<file path="src/rtl/sink_e_pkg.sv">
// sink_e_pkg: shared defaults and sink ID type for the GrantAck sink.
package sink_e_pkg;
  localparam int DEF_SINK_W = 3;
  localparam int N_SINKS = 1 << DEF_SINK_W;
  localparam int DEF_DEPTH = 2;
  typedef logic [DEF_SINK_W-1:0] sink_id_t;
endpackage

</file>
<file path="src/rtl/sink_e_queue.sv">
// sink_e_queue: DEPTH-entry ready/valid FIFO holding acknowledged sink IDs.
module sink_e_queue
  import sink_e_pkg::*;
#(
  parameter int W = DEF_SINK_W,
  parameter int DEPTH = DEF_DEPTH
) (
  input  logic         clock,
  input  logic         reset,
  input  logic         enq_valid,
  output logic         enq_ready,
  input  logic [W-1:0] enq_bits,
  output logic         deq_valid,
  input  logic         deq_ready,
  output logic [W-1:0] deq_bits
);
  localparam int PW = DEPTH > 1 ? $clog2(DEPTH) : 1;
  localparam int CW = $clog2(DEPTH + 1);
  localparam logic [PW-1:0] LAST = PW'(DEPTH - 1);
  logic [W-1:0] mem [DEPTH];
  logic [PW-1:0] wp, rp;
  logic [CW-1:0] cnt;
  logic enq, deq;
  assign enq_ready = cnt < CW'(DEPTH);
  assign deq_valid = cnt != '0;
  assign deq_bits = mem[rp];
  assign enq = enq_valid && enq_ready;
  assign deq = deq_valid && deq_ready;
  always_ff @(posedge clock) if (enq) mem[wp] <= enq_bits;
  always_ff @(posedge clock or negedge reset) begin
    if (!reset) begin
      wp <= '0;
      rp <= '0;
      cnt <= '0;
    end else begin
      wp <= enq ? (wp == LAST ? '0 : wp + PW'(1)) : wp;
      rp <= deq ? (rp == LAST ? '0 : rp + PW'(1)) : rp;
      cnt <= cnt + CW'(enq) - CW'(deq);
    end
  end
endmodule

</file>
<file path="src/rtl/sink_e.sv">
// sink_e: tracks outstanding Grants, matches E-channel GrantAcks and reports completions.
module sink_e
  import sink_e_pkg::*;
#(
  parameter int SINK_W = DEF_SINK_W,
  parameter int DEPTH = DEF_DEPTH
) (
  input  logic                     clock,
  input  logic                     reset,
  input  logic                     io_grant_valid,
  input  logic [SINK_W-1:0]        io_grant_sink,
  output logic                     io_e_ready,
  input  logic                     io_e_valid,
  input  logic [SINK_W-1:0]        io_e_bits_sink,
  output logic                     io_resp_valid,
  input  logic                     io_resp_ready,
  output logic [SINK_W-1:0]        io_resp_bits_sink,
  output logic [(1<<SINK_W)-1:0]   io_outstanding,
  output logic                     io_err,
  output logic [SINK_W-1:0]        io_err_sink,
  input  logic                     io_err_clear
);
  localparam int NS = 1 << SINK_W;
  logic rdy_en, q_ready, fire, ack_ok, ack_bad, grant_dup, new_err;
  logic [SINK_W-1:0] err_id;
  logic [NS-1:0] clr, set;
  assign io_e_ready = rdy_en && q_ready;
  always_comb begin
    fire = io_e_valid && io_e_ready;
    ack_ok = fire && io_outstanding[io_e_bits_sink];
    ack_bad = fire && !io_outstanding[io_e_bits_sink];
    // a re-grant is legal when the same ID is being acknowledged in this cycle
    grant_dup = io_grant_valid && io_outstanding[io_grant_sink] &&
                !(ack_ok && io_e_bits_sink == io_grant_sink);
    new_err = ack_bad || grant_dup;
    err_id = ack_bad ? io_e_bits_sink : io_grant_sink;
    clr = ack_ok ? NS'(1) << io_e_bits_sink : '0;
    set = io_grant_valid ? NS'(1) << io_grant_sink : '0;
  end
  always_ff @(posedge clock or negedge reset) begin
    if (!reset) begin
      rdy_en <= 1'b0;
      io_outstanding <= '0;
      io_err <= 1'b0;
      io_err_sink <= '0;
    end else begin
      rdy_en <= 1'b1;
      io_outstanding <= (io_outstanding & ~clr) | set;
      io_err <= new_err || (io_err && !io_err_clear);
      io_err_sink <= new_err && (!io_err || io_err_clear) ? err_id :
                     io_err_clear ? '0 : io_err_sink;
    end
  end
  sink_e_queue #(.W(SINK_W), .DEPTH(DEPTH)) u_queue (
    .clock(clock),
    .reset(reset),
    .enq_valid(ack_ok),
    .enq_ready(q_ready),
    .enq_bits(io_e_bits_sink),
    .deq_valid(io_resp_valid),
    .deq_ready(io_resp_ready),
    .deq_bits(io_resp_bits_sink)
  );
endmodule
</file>
<file path="config.mk">
export PLATFORM = sky130hd
export DESIGN_NAME = sink_e
export DESIGN_NICKNAME = d
export VERILOG_FILES = /design/src/rtl/sink_e_pkg.sv /design/src/rtl/sink_e_queue.sv /design/src/rtl/sink_e.sv
export SDC_FILE = /design/constraint.sdc
export NUM_CORES = 1
export LEC_CHECK = 0
export CAP_MARGIN = 15
export CORE_MARGIN = 3
export CORE_UTILIZATION = 52
export CTS_CLUSTER_DIAMETER = 40
export DETAILED_ROUTE_END_ITERATION = 16
export HOLD_SLACK_MARGIN = 0.1
export PLACE_DENSITY = 0.88
export SYNTH_ARGS = -nofsm -noshare
export SYNTH_HDL_FRONTEND = slang
export SYNTH_SLANG_ARGS = --single-unit
</file>
<file path="constraint.sdc">
create_clock -name clock -period 2.8 [get_ports clock]
set_input_delay 0.56 -clock clock [delete_from_list [all_inputs] [get_ports clock]]
set_output_delay 0.56 -clock clock [all_outputs]
set_load 0.05 [all_outputs]
</file>
==> results of run 1 <==
-- registers in the layout, summed over array words and instances, names as in the netlist --
register,count
u_queue.wp,1
io_err,1
u_queue.mem,6
u_queue.cnt,2
rdy_en,1
io_outstanding,8
io_err_sink,3
u_queue.rp,1
-- kinds of logic (layout without fill, tap and decap cells) --
group,Yosys count,after routing
muxes,12,12
and+or+nand+nor,32,32
xor gates and xnor gates,7,7
AOI/OAI and AO/OA,26,26
other,1,1
DFF,23,23
adders and majority gates,2,2
buffers and inverters,10,44
-- synthesized netlist by cell type (4+ instances only) --
cell      count
dfrtp_1      17
o21ai_1      10
edfxtp_1      6
mux2i_1       6
inv_1         5
xor2_1        5
mux2_2        4
nand2b_1      4
nand3_1       4
nor2b_1       4
-- cells in the final DEF (no fill, tap or decap), drive strengths merged --
master and instances:
nand3 5, dfrtp 17, xnor2 2, clkdlybuf4s50 28
nor3 1, conb 1, inv 5, nand2 5
o311ai 1, or2b 1, edfxtp 6, nand4bb 1
nor2b 4, mux2 5, or2 1, clkbuf 3
a211o 1, or4 1, mux4 1, o32ai 1
or3b 2, a211oi 1, nand3b 3, nor2 2
buf 7, xor2 5, o21ai 13, a2bb2oi 1
nand2b 4, and2 2, ha 2, a21oi 3
clkinvlp 1, mux2i 6, o31ai 5
-- final cells by class --
cell class,instances,share of cell area
timing repair buffer,35,0.2026
clock buffer,3,0.01371
sequential,23,0.3686
multi-input combinational,80,0.3778
clock inverter,1,0.004570
inverter,5,0.01142
tap,28,0.02133
-- per-layer routing --
metal	share of wire	vias to the layer above
li1	-	475
met1	0.41	478
met2	0.51	39
met3	0.057	10
met4	0.029	0
met5	0	-
-- path summary, 6_finish.rpt --
| path | from | cells past startpoint | to | slack [ns] |
|---|---|---|---|---|
| min in group asynchronous | reset | 1 | u_queue.cnt[0] | 0.69 |
| max in group asynchronous | reset | 1 | io_outstanding[6] | 1.63 |
| hold / removal | u_queue.wp | 1 | u_queue.wp | 0.51 |
| setup / recovery | io_e_bits_sink[0] | 7 | u_queue.cnt[1] | 0.32 |
| hold reg to reg | u_queue.wp | 1 | u_queue.wp | 0.51 |
| setup reg to reg | u_queue.cnt[1] | 6 | io_err_sink[0] | 0.89 |
-- report_power, final --
| group | leakage [µW] | internal, µW | switching, µW |
|---|---|---|---|
| combinational | 0.000389 | 281 | 437 |
| clock | 0.0000139 | 54.5 | 101 |
| sequential | 0.000245 | 432 | 81.7 |
-- worst register-to-register path, stage by stage, from the launching register on --
cell	delay (ns)
dfrtp_1	0.45
nand3b_4	0.21
or4_1	0.56
nand3_1	0.12
a211o_1	0.17
a21oi_1	0.11
o311ai_1	0.22
-- per-stage QoR --
stage / worst slack (ns) / instance area (µm²) / utilization / power, µW / setup TNS [ns]
final: 0.3200 / 1643 / 0.7218 / 1386 / 0
after global routing: 0.2544 / 1643 / 0.7218 / 1465 / 0
after CTS: 0.3099 / 1643 / 0.7218 / 1398 / 0
after detailed placement: -0.01764 / 1613 / 0.7086 / 1239 / -0.01764
after global placement: 0.1211 / 1613 / 0.7086 / 1215 / 0
after floorplan: 0.7241 / 1274 / - / 998.4 / 0
==> summary.txt, run 1 <==
Status
  – Status: complete, no violations

Logic synthesis
  – Number of flops mapped to enable cells by yosys: 6
  – Simple-gate share of the synthesized area: 0.1739
  – #FFs+latches synth: 23
  – Post-synthesis mux area share: 0.1090
  – Largest family of logic cells by synthesized area: simple AND/OR/NAND/NOR gates
  – Sequential cell area fraction in the yosys report: 0.4754
  – Synthesized area per cell: 11.27 µm²
  – Post-synth ARST share: 0.7391
  – Largest cells by area after synthesis: dfrtp_1 (33%), edfxtp_1 (14%), mux2i_1 (4.7%)
  – Top_reg_cell synth: dfrtp_1
  – Post-Synth Adder-Cell Area: 0.01965
  – Synthesized net count: 127
  – Yosys top cell by area: dfrtp_1
  – Top-area cell type share of the netlist area: 0.3340
  – Unique masters post-synth: 42
  – Compound-gate portion of the synthesized area: 0.1336
  – Yosys synthesis warning count: 0
  – Post-Synthesis Cells: around 110
  – Post-Synth XOR/XNOR Area: 0.04813
  – Synth Cell Area: ~1300 µm²

Floorplanning
  – Core region area: about 2300 µm²
  – I/O pin cnt: 29
  – Die H: 55.49 µm
  – Full die area: 3079 µm²
  – Chip width: 55.49 µm
  – Starting Density: 0.5596
  – Rows: 17

Critical path
  – Cell Chain, Critical Path: clkdlybuf4s50_1 > mux2i_1 > mux4_2 > nor2_4 > ha_1 > xnor2_1 > xnor2_1
  – CP max-delay cell: clkdlybuf4s50_1
  – Delay-heaviest family, CP: buffers and inverters
  – Setup crit start kind: primary input
  – WS Path Type: primary input to flop
  – Data required, critical path: between 3 and 4 ns
  – CP Data Arrival Time: 2.71 ns
  – Crit Path Max Fanout: 10
  – Buf+Inv Stages, Crit Path: 1
  – Critical path endpoint category: flop
  – Crit path largest cell delay: approximately 0.74 ns
  – CP most frequent cell: xnor2_1

Detailed routing
  – Routed length per placed instance: roughly 17 µm
  – Drt initial violations: 22
  – Final ANT Viol Nets: 0
  – Via count: 1002
  – Drc violations: 0
  – Drt total wl: about 2900 µm
  – Pre-antenna DRT Iters: 4
  – Vias/cell: 5.726

Clock tree
  – Worst skew pair latency: 0.31 ns
  – # hold bufs at CTS: 0
  – Post-CTS Setup Bufs: 0
  – Clk buf depth: 2
  – Clock Sinks: 23
  – Post-cts sizing count: 0
  – Root buffer cell: clkbuf_4
  – Clock transition at path regs: 0.13 ns
  – Total CTS buffers: 3
  – CTS tree: built
  – H-tree depth: 1

Layout
  – Finished Layout Cells: 175
  – Reg area: 605.6 µm²
  – # fillers: 166
  – Layout cells sized above 1: 0.1701
  – Antenna diode count: 0
  – Multi-input gate area: just over 600 µm²
  – Nets: 162
  – Synth-to-layout area growth: 28.98%

Placement
  – Placed cells: around 170
  – GP Congestion: 0.8657
  – Port Buffers: 28
  – Dpl hpwl: 2217 µm

Min path
  – Min-delay worst type: flop to flop

Timing
  – Slew margin rel.: 0.4781
  – Hold Fails Final Rpt: 0
  – Setup-failing EPs final: 0
  – Max-slew violations: 0
  – Fmax: 403.2 MHz
  – Tmin final: 2.480 ns
  – RSZ-0062 raised after global routing: no
  – Clock skew: 0.006708 ns
  – Crit share post-route: 0.8857
  – Worst hold slack: 0.5143 ns
  – Worst slew pin tran: 0.7803 ns

Power and ir drop
  – PD cells: 843.8 nW/µm²
  – Lkg Pwr: approximately 0.00065 µW
  – Maximum VDD drop: 599.7 µV

Global route
  – Largest net degree at the start of global routing: 18
  – GR Layer Usage met1: 0.2466
  – Vias in the first global route: roughly 1.1k
  – GRT busiest layer: met2
  – Initial antenna violation count: 0
  – Total Routing Usage GR: 0.2094
  – GRT Residual Overflow: 0
  – First-pass GRT wire length: 5050 µm
  – Global Route met3 Usage: 0.03972
  – Met2 usage: 0.3564

Flow run
  – Maxcap violations: 0
Power figures use the tool's default switching activity.
==> run 2: changes to the inputs <==
Settings changed: CORE_UTILIZATION 52 to 53, PLACE_DENSITY 0.88 to 0.9.
==> summary.txt, run 2 (synthesis gave the netlist of run 1 again) <==
Clock tree
  – Post-CTS Setup Bufs: 0
  – # hold bufs at CTS: 0
  – Clk buf depth: 2
  – Worst skew pair latency: about 0.32 ns
  – Clock Sinks: 23
  – Clock transition at path regs: 0.13 ns
  – Total CTS buffers: 3
  – Root buffer cell: clkbuf_4
  – CTS tree: built
  – Post-cts sizing count: 0
  – H-tree depth: 1

Layout
  – Reg with most FFs: io_outstanding
  – Antenna diode count: 0
  – Largest regs: io_outstanding: 8 flops, u_queue.mem: 6 flops, io_err_sink: 3 flops
  – Layout cells sized above 1: 0.1701
  – Nets: 162
  – Synth-to-layout area growth: 28.78%
  – Post-route cell area: 1640 µm²
  – Commonest non-fill, non-tap cell in the layout: clkdlybuf4s50_1
  – Most frequent cells in the layout: clkdlybuf4s50_1 (28), dfrtp_1 (17), o21ai_1 (10)
  – Max FFs per register: 8

Floorplanning
  – Chip width: 55.02 µm
  – Full die area: 3027 µm²
  – Starting Density: 0.5649
  – Core region area: roughly 2300 µm²
  – I/O pin cnt: 29
  – Die H: 55.02 µm
  – Rows: 17

Global route
  – First-pass GRT wire length: 4809 µm
  – GRT Residual Overflow: 0
  – Initial antenna violation count: 0
  – Vias in the first global route: 1061
  – Total Routing Usage GR: 0.2288
  – Largest net degree at the start of global routing: 18

Detailed routing
  – Final ANT Viol Nets: 0
  – Drc violations: 0
  – Pre-antenna DRT Iters: 4
  – Vias/cell: 5.743
  – Drt initial violations: 13
  – Routed length per placed instance: 16.80 µm
  – Drt total wl: 2940 µm
  – Via count: 1005

Critical path
  – Crit Path Max Fanout: 10
  – Critical path endpoint category: flop
  – Data required, critical path: between 2 and 3 ns
  – Setup crit start kind: primary input
  – CP Data Arrival Time: 2.46 ns
  – WS Path Type: primary input to flop

Power and ir drop
  – Lkg Pwr: 0.0006517 µW
  – PD cells: 843.2 nW/µm²
  – Maximum VDD drop: 648.7 µV
  – Final total power: between 1000 and 1500 µW

Timing
  – Slew margin rel.: 0.4711
  – Clock skew: 0.001863 ns
  – Crit share post-route: 0.8677
  – Fmax: 411.6 MHz
  – Worst slew pin tran: just under 0.8 ns
  – RSZ-0062 raised after global routing: no
  – Sum Neg Setup Slack: 0 ns
  – Setup-failing EPs final: 0
  – Tmin final: roughly 2.4 ns
  – Hold Fails Final Rpt: 0
  – PnR worst setup slack: about 0.37 ns
  – Max-slew violations: 0

Flow run
  – Maxcap violations: 0

Placement
  – Placement-stage worst setup slack: 0.02126 ns
  – Port Buffers: 28
  – GP Congestion: ~0.87
  – Dpl hpwl: 2256 µm
  – Area after DPL: 1613 µm²

Min path
  – Min-delay worst type: flop to flop

Status
  – Status: complete, no violations
-- run 2: through the flow --
step	cells	util	hold WS, ns
2_1_floorplan	113	-	0.2644
3_3_place_gp	171	0.7153	0.4819
3_5_place_dp	171	0.7153	0.4836
4_1_cts	175	0.7275	0.5083
5_1_grt	175	0.7275	0.5414
6_report	175	0.7275	0.5083
-- run 2: final timing paths --
check	start	to	slack [ns]	cells past startpoint
max	io_e_bits_sink[0]	u_queue.mem[1][0]	0.37	5
min	u_queue.wp	u_queue.wp	0.51	1
max reg2reg	u_queue.cnt[1]	io_err_sink[0]	0.93	6
min reg2reg	u_queue.wp	u_queue.wp	0.51	1
max in group asynchronous	reset	u_queue.wp	1.63	1
min in group asynchronous	reset	io_err_sink[0]	0.69	1
-- run 2: per-layer routing --
metal  wire (µm)  up-vias  track usage
met3         186        5      0.05094
met5           0        -            0
met1        1237      492       0.2874
met2        1482       33       0.3878
li1            -      475            -
met4          34        0      0.07692
-- run 2: layout make-up --
type	instances	area, µm²
clock buffer	3	22.52
clock inverter	1	5.005
inverter	5	18.77
sequential	23	605.6
tap	28	35.03
timing repair buffer	35	332.8
fill	162	614.3
multi-input combinational	80	620.6
-- run 2: critical path, cell delays in order --
cell,delay [ns]
clkdlybuf4s50_1,0.74
mux2i_1,0.17
mux4_2,0.56
nor2_4,0.19
and2_1,0.24
-- run 2: power by group --
group	internal [µW]	total (µW)	switching, µW
clock network	53.5	156	103
registers	432	513	81.8
logic	280	714	434
total	765	1380	618
==> run 3: changes to the inputs <==
Settings changed: CTS_BUF_LIST set to sky130_fd_sc_hd__clkbuf_16.
==> summary.txt, run 3 (synthesis gave the netlist of run 1 again) <==
Placement
  – Port Buffers: 28
  – GP Congestion: 0.8699
  – Dpl hpwl: 2256 µm

Critical path
  – Data required, critical path: 2.93 ns
  – Setup crit start kind: primary input
  – Cell Chain, Critical Path: clkdlybuf4s50_1 > mux2i_1 > mux4_2 > nor2_4 > nand2_2 > o31ai_2 > o21ai_1
  – Crit Path Max Fanout: 10
  – CP max-delay cell: clkdlybuf4s50_1
  – Critical path endpoint category: flop
  – CP Data Arrival Time: 2.69 ns
  – Reg2Reg Setup Slack: about 0.91 ns
  – Crit path largest cell delay: 0.77 ns
  – WS Path Type: primary input to flop

Clock tree
  – Post-cts sizing count: 0
  – Root buffer cell: clkbuf_16
  – Total CTS buffers: 3
  – Post-CTS Setup Bufs: 0
  – Clock Sinks: 23
  – H-tree depth: 1
  – # hold bufs at CTS: 0
  – Clock transition at path regs: around 0.060 ns
  – CTS tree: built
  – Clk buf depth: 2
  – Worst skew pair latency: 0.25 ns

Timing
  – Slew margin rel.: 0.4810
  – Tmin final: 2.564 ns
  – Worst hold slack: 0.4974 ns
  – RSZ-0062 raised after global routing: no
  – Fmax: 390.0 MHz
  – Sum Neg Setup Slack: 0 ns
  – Crit share post-route: 0.9157
  – Max-slew violations: 0
  – Hold Fails Final Rpt: 0
  – Clock skew: 0.001367 ns
  – Worst slew pin tran: between 0.7 and 0.8 ns
  – Setup-failing EPs final: 0

Global route
  – Largest net degree at the start of global routing: 18
  – First-pass GRT wire length: approximately 5100 µm
  – GRT Residual Overflow: 0
  – Vias in the first global route: 1091
  – Total Routing Usage GR: 0.2390
  – Initial antenna violation count: 0

Power and ir drop
  – Clock share of power: 0.198
  – PD cells: about 910 nW/µm²
  – Sequential share of power: 0.335
  – Gate power share: 0.467
  – Maximum VDD drop: around 700 µV
  – Switching pwr: 639.8 µW
  – Lkg Pwr: 0.0006749 µW
  – Internal cell power: approximately 910 µW
  – Sw Ratio: 0.4140

Layout
  – Layout cells sized above 1: 0.1701
  – Max FFs per register: 8
  – Reg area: about 610 µm²
  – Commonest non-fill, non-tap cell in the layout: clkdlybuf4s50_1
  – # fillers: between 100 and 150
  – Largest regs: io_outstanding: 8 flops, u_queue.mem: 6 flops, io_err_sink: 3 flops
  – Synth-to-layout area growth: 32.91%
  – Reg with most FFs: io_outstanding
  – Nets: 162
  – Most frequent cells in the layout: clkdlybuf4s50_1 (28), dfrtp_1 (17), o21ai_1 (10)
  – Antenna diode count: 0
  – Multi-input gate area: 620.6 µm²

Floorplanning
  – Rows: 17
  – Die H: 55.02 µm
  – Core region area: ~2300 µm²
  – I/O pin cnt: 29
  – Starting Density: 0.5649
  – Chip width: 55.02 µm
  – Full die area: 3027 µm²

Detailed routing
  – Drt initial violations: 28
  – Drt total wl: 3173 µm
  – Routed length per placed instance: 18.13 µm
  – Final ANT Viol Nets: 0
  – Via count: 1046
  – Vias/cell: between 5 and 6
  – Drc violations: 0
  – Pre-antenna DRT Iters: 4

Flow run
  – Maxcap violations: 0

Status
  – Status: complete, no violations

Min path
  – Min-delay worst type: flop to flop
[run 3: power groups by stage]
| stage | clock, µW | combinational (µW) | sequential, µW |
|---|---|---|---|
| final | 306 | 722 | 517 |
| after global routing | 323 | 762 | 529 |
| after CTS | 309 | 724 | 516 |
| after detailed placement | 0 | 715 | 520 |
| after global placement | 0 | 700 | 516 |
| after floorplan | 0 | 334 | 664 |
[run 3: cell type report]
| cell class | instances | share of cell area |
|---|---|---|
| Sequential cell | 23 | 0.3577 |
| Tap cell | 28 | 0.02069 |
| Clock buffer | 3 | 0.04435 |
| Clock inverter | 1 | 0.002956 |
| Timing Repair Buffer | 35 | 0.1966 |
| Inverter | 5 | 0.01109 |
| Multi-Input combinational cell | 80 | 0.3666 |
[run 3: routing by layer]
metal	routed length, µm	up-vias	track usage
li1	-	476	-
met1	1274	522	0.2892
met2	1668	42	0.4154
met3	184	6	0.05094
met4	46	0	0.08907
met5	0	-	0
[run 3: path summary, 6_finish.rpt]
| kind | end | depth (start not counted) | start |
|---|---|---|---|
| setup / recovery | io_outstanding[2] | 7 | io_e_bits_sink[0] |
| hold / removal | u_queue.wp | 1 | u_queue.wp |
| setup reg to reg | io_err_sink[0] | 6 | u_queue.cnt[1] |
| hold reg to reg | u_queue.wp | 1 | u_queue.wp |
| max in group asynchronous | u_queue.wp | 1 | reset |
| min in group asynchronous | io_err_sink[0] | 1 | reset |
[run 3: critical path, delay by kind of cell]
| family | cells | cell delay (ns) |
|---|---|---|
| mux | 2 | 0.74 |
| buf+inv | 1 | 0.77 |
| simple gates | 2 | 0.32 |
| compound gates | 2 | 0.30 |
[run 3: through the flow]
stage	cell area, µm²	setup WS [ns]	power, µW	cells	utilization
after floorplan	1274	0.7241	998.4	113	-
after global placement	1613	0.1305	1216	171	0.7153
after detailed placement	1613	0.02126	1235	171	0.7153
after CTS	1693	0.2347	1550	175	0.7508
after global routing	1693	0.1278	1615	175	0.7508
final	1693	0.2360	1545	175	0.7508
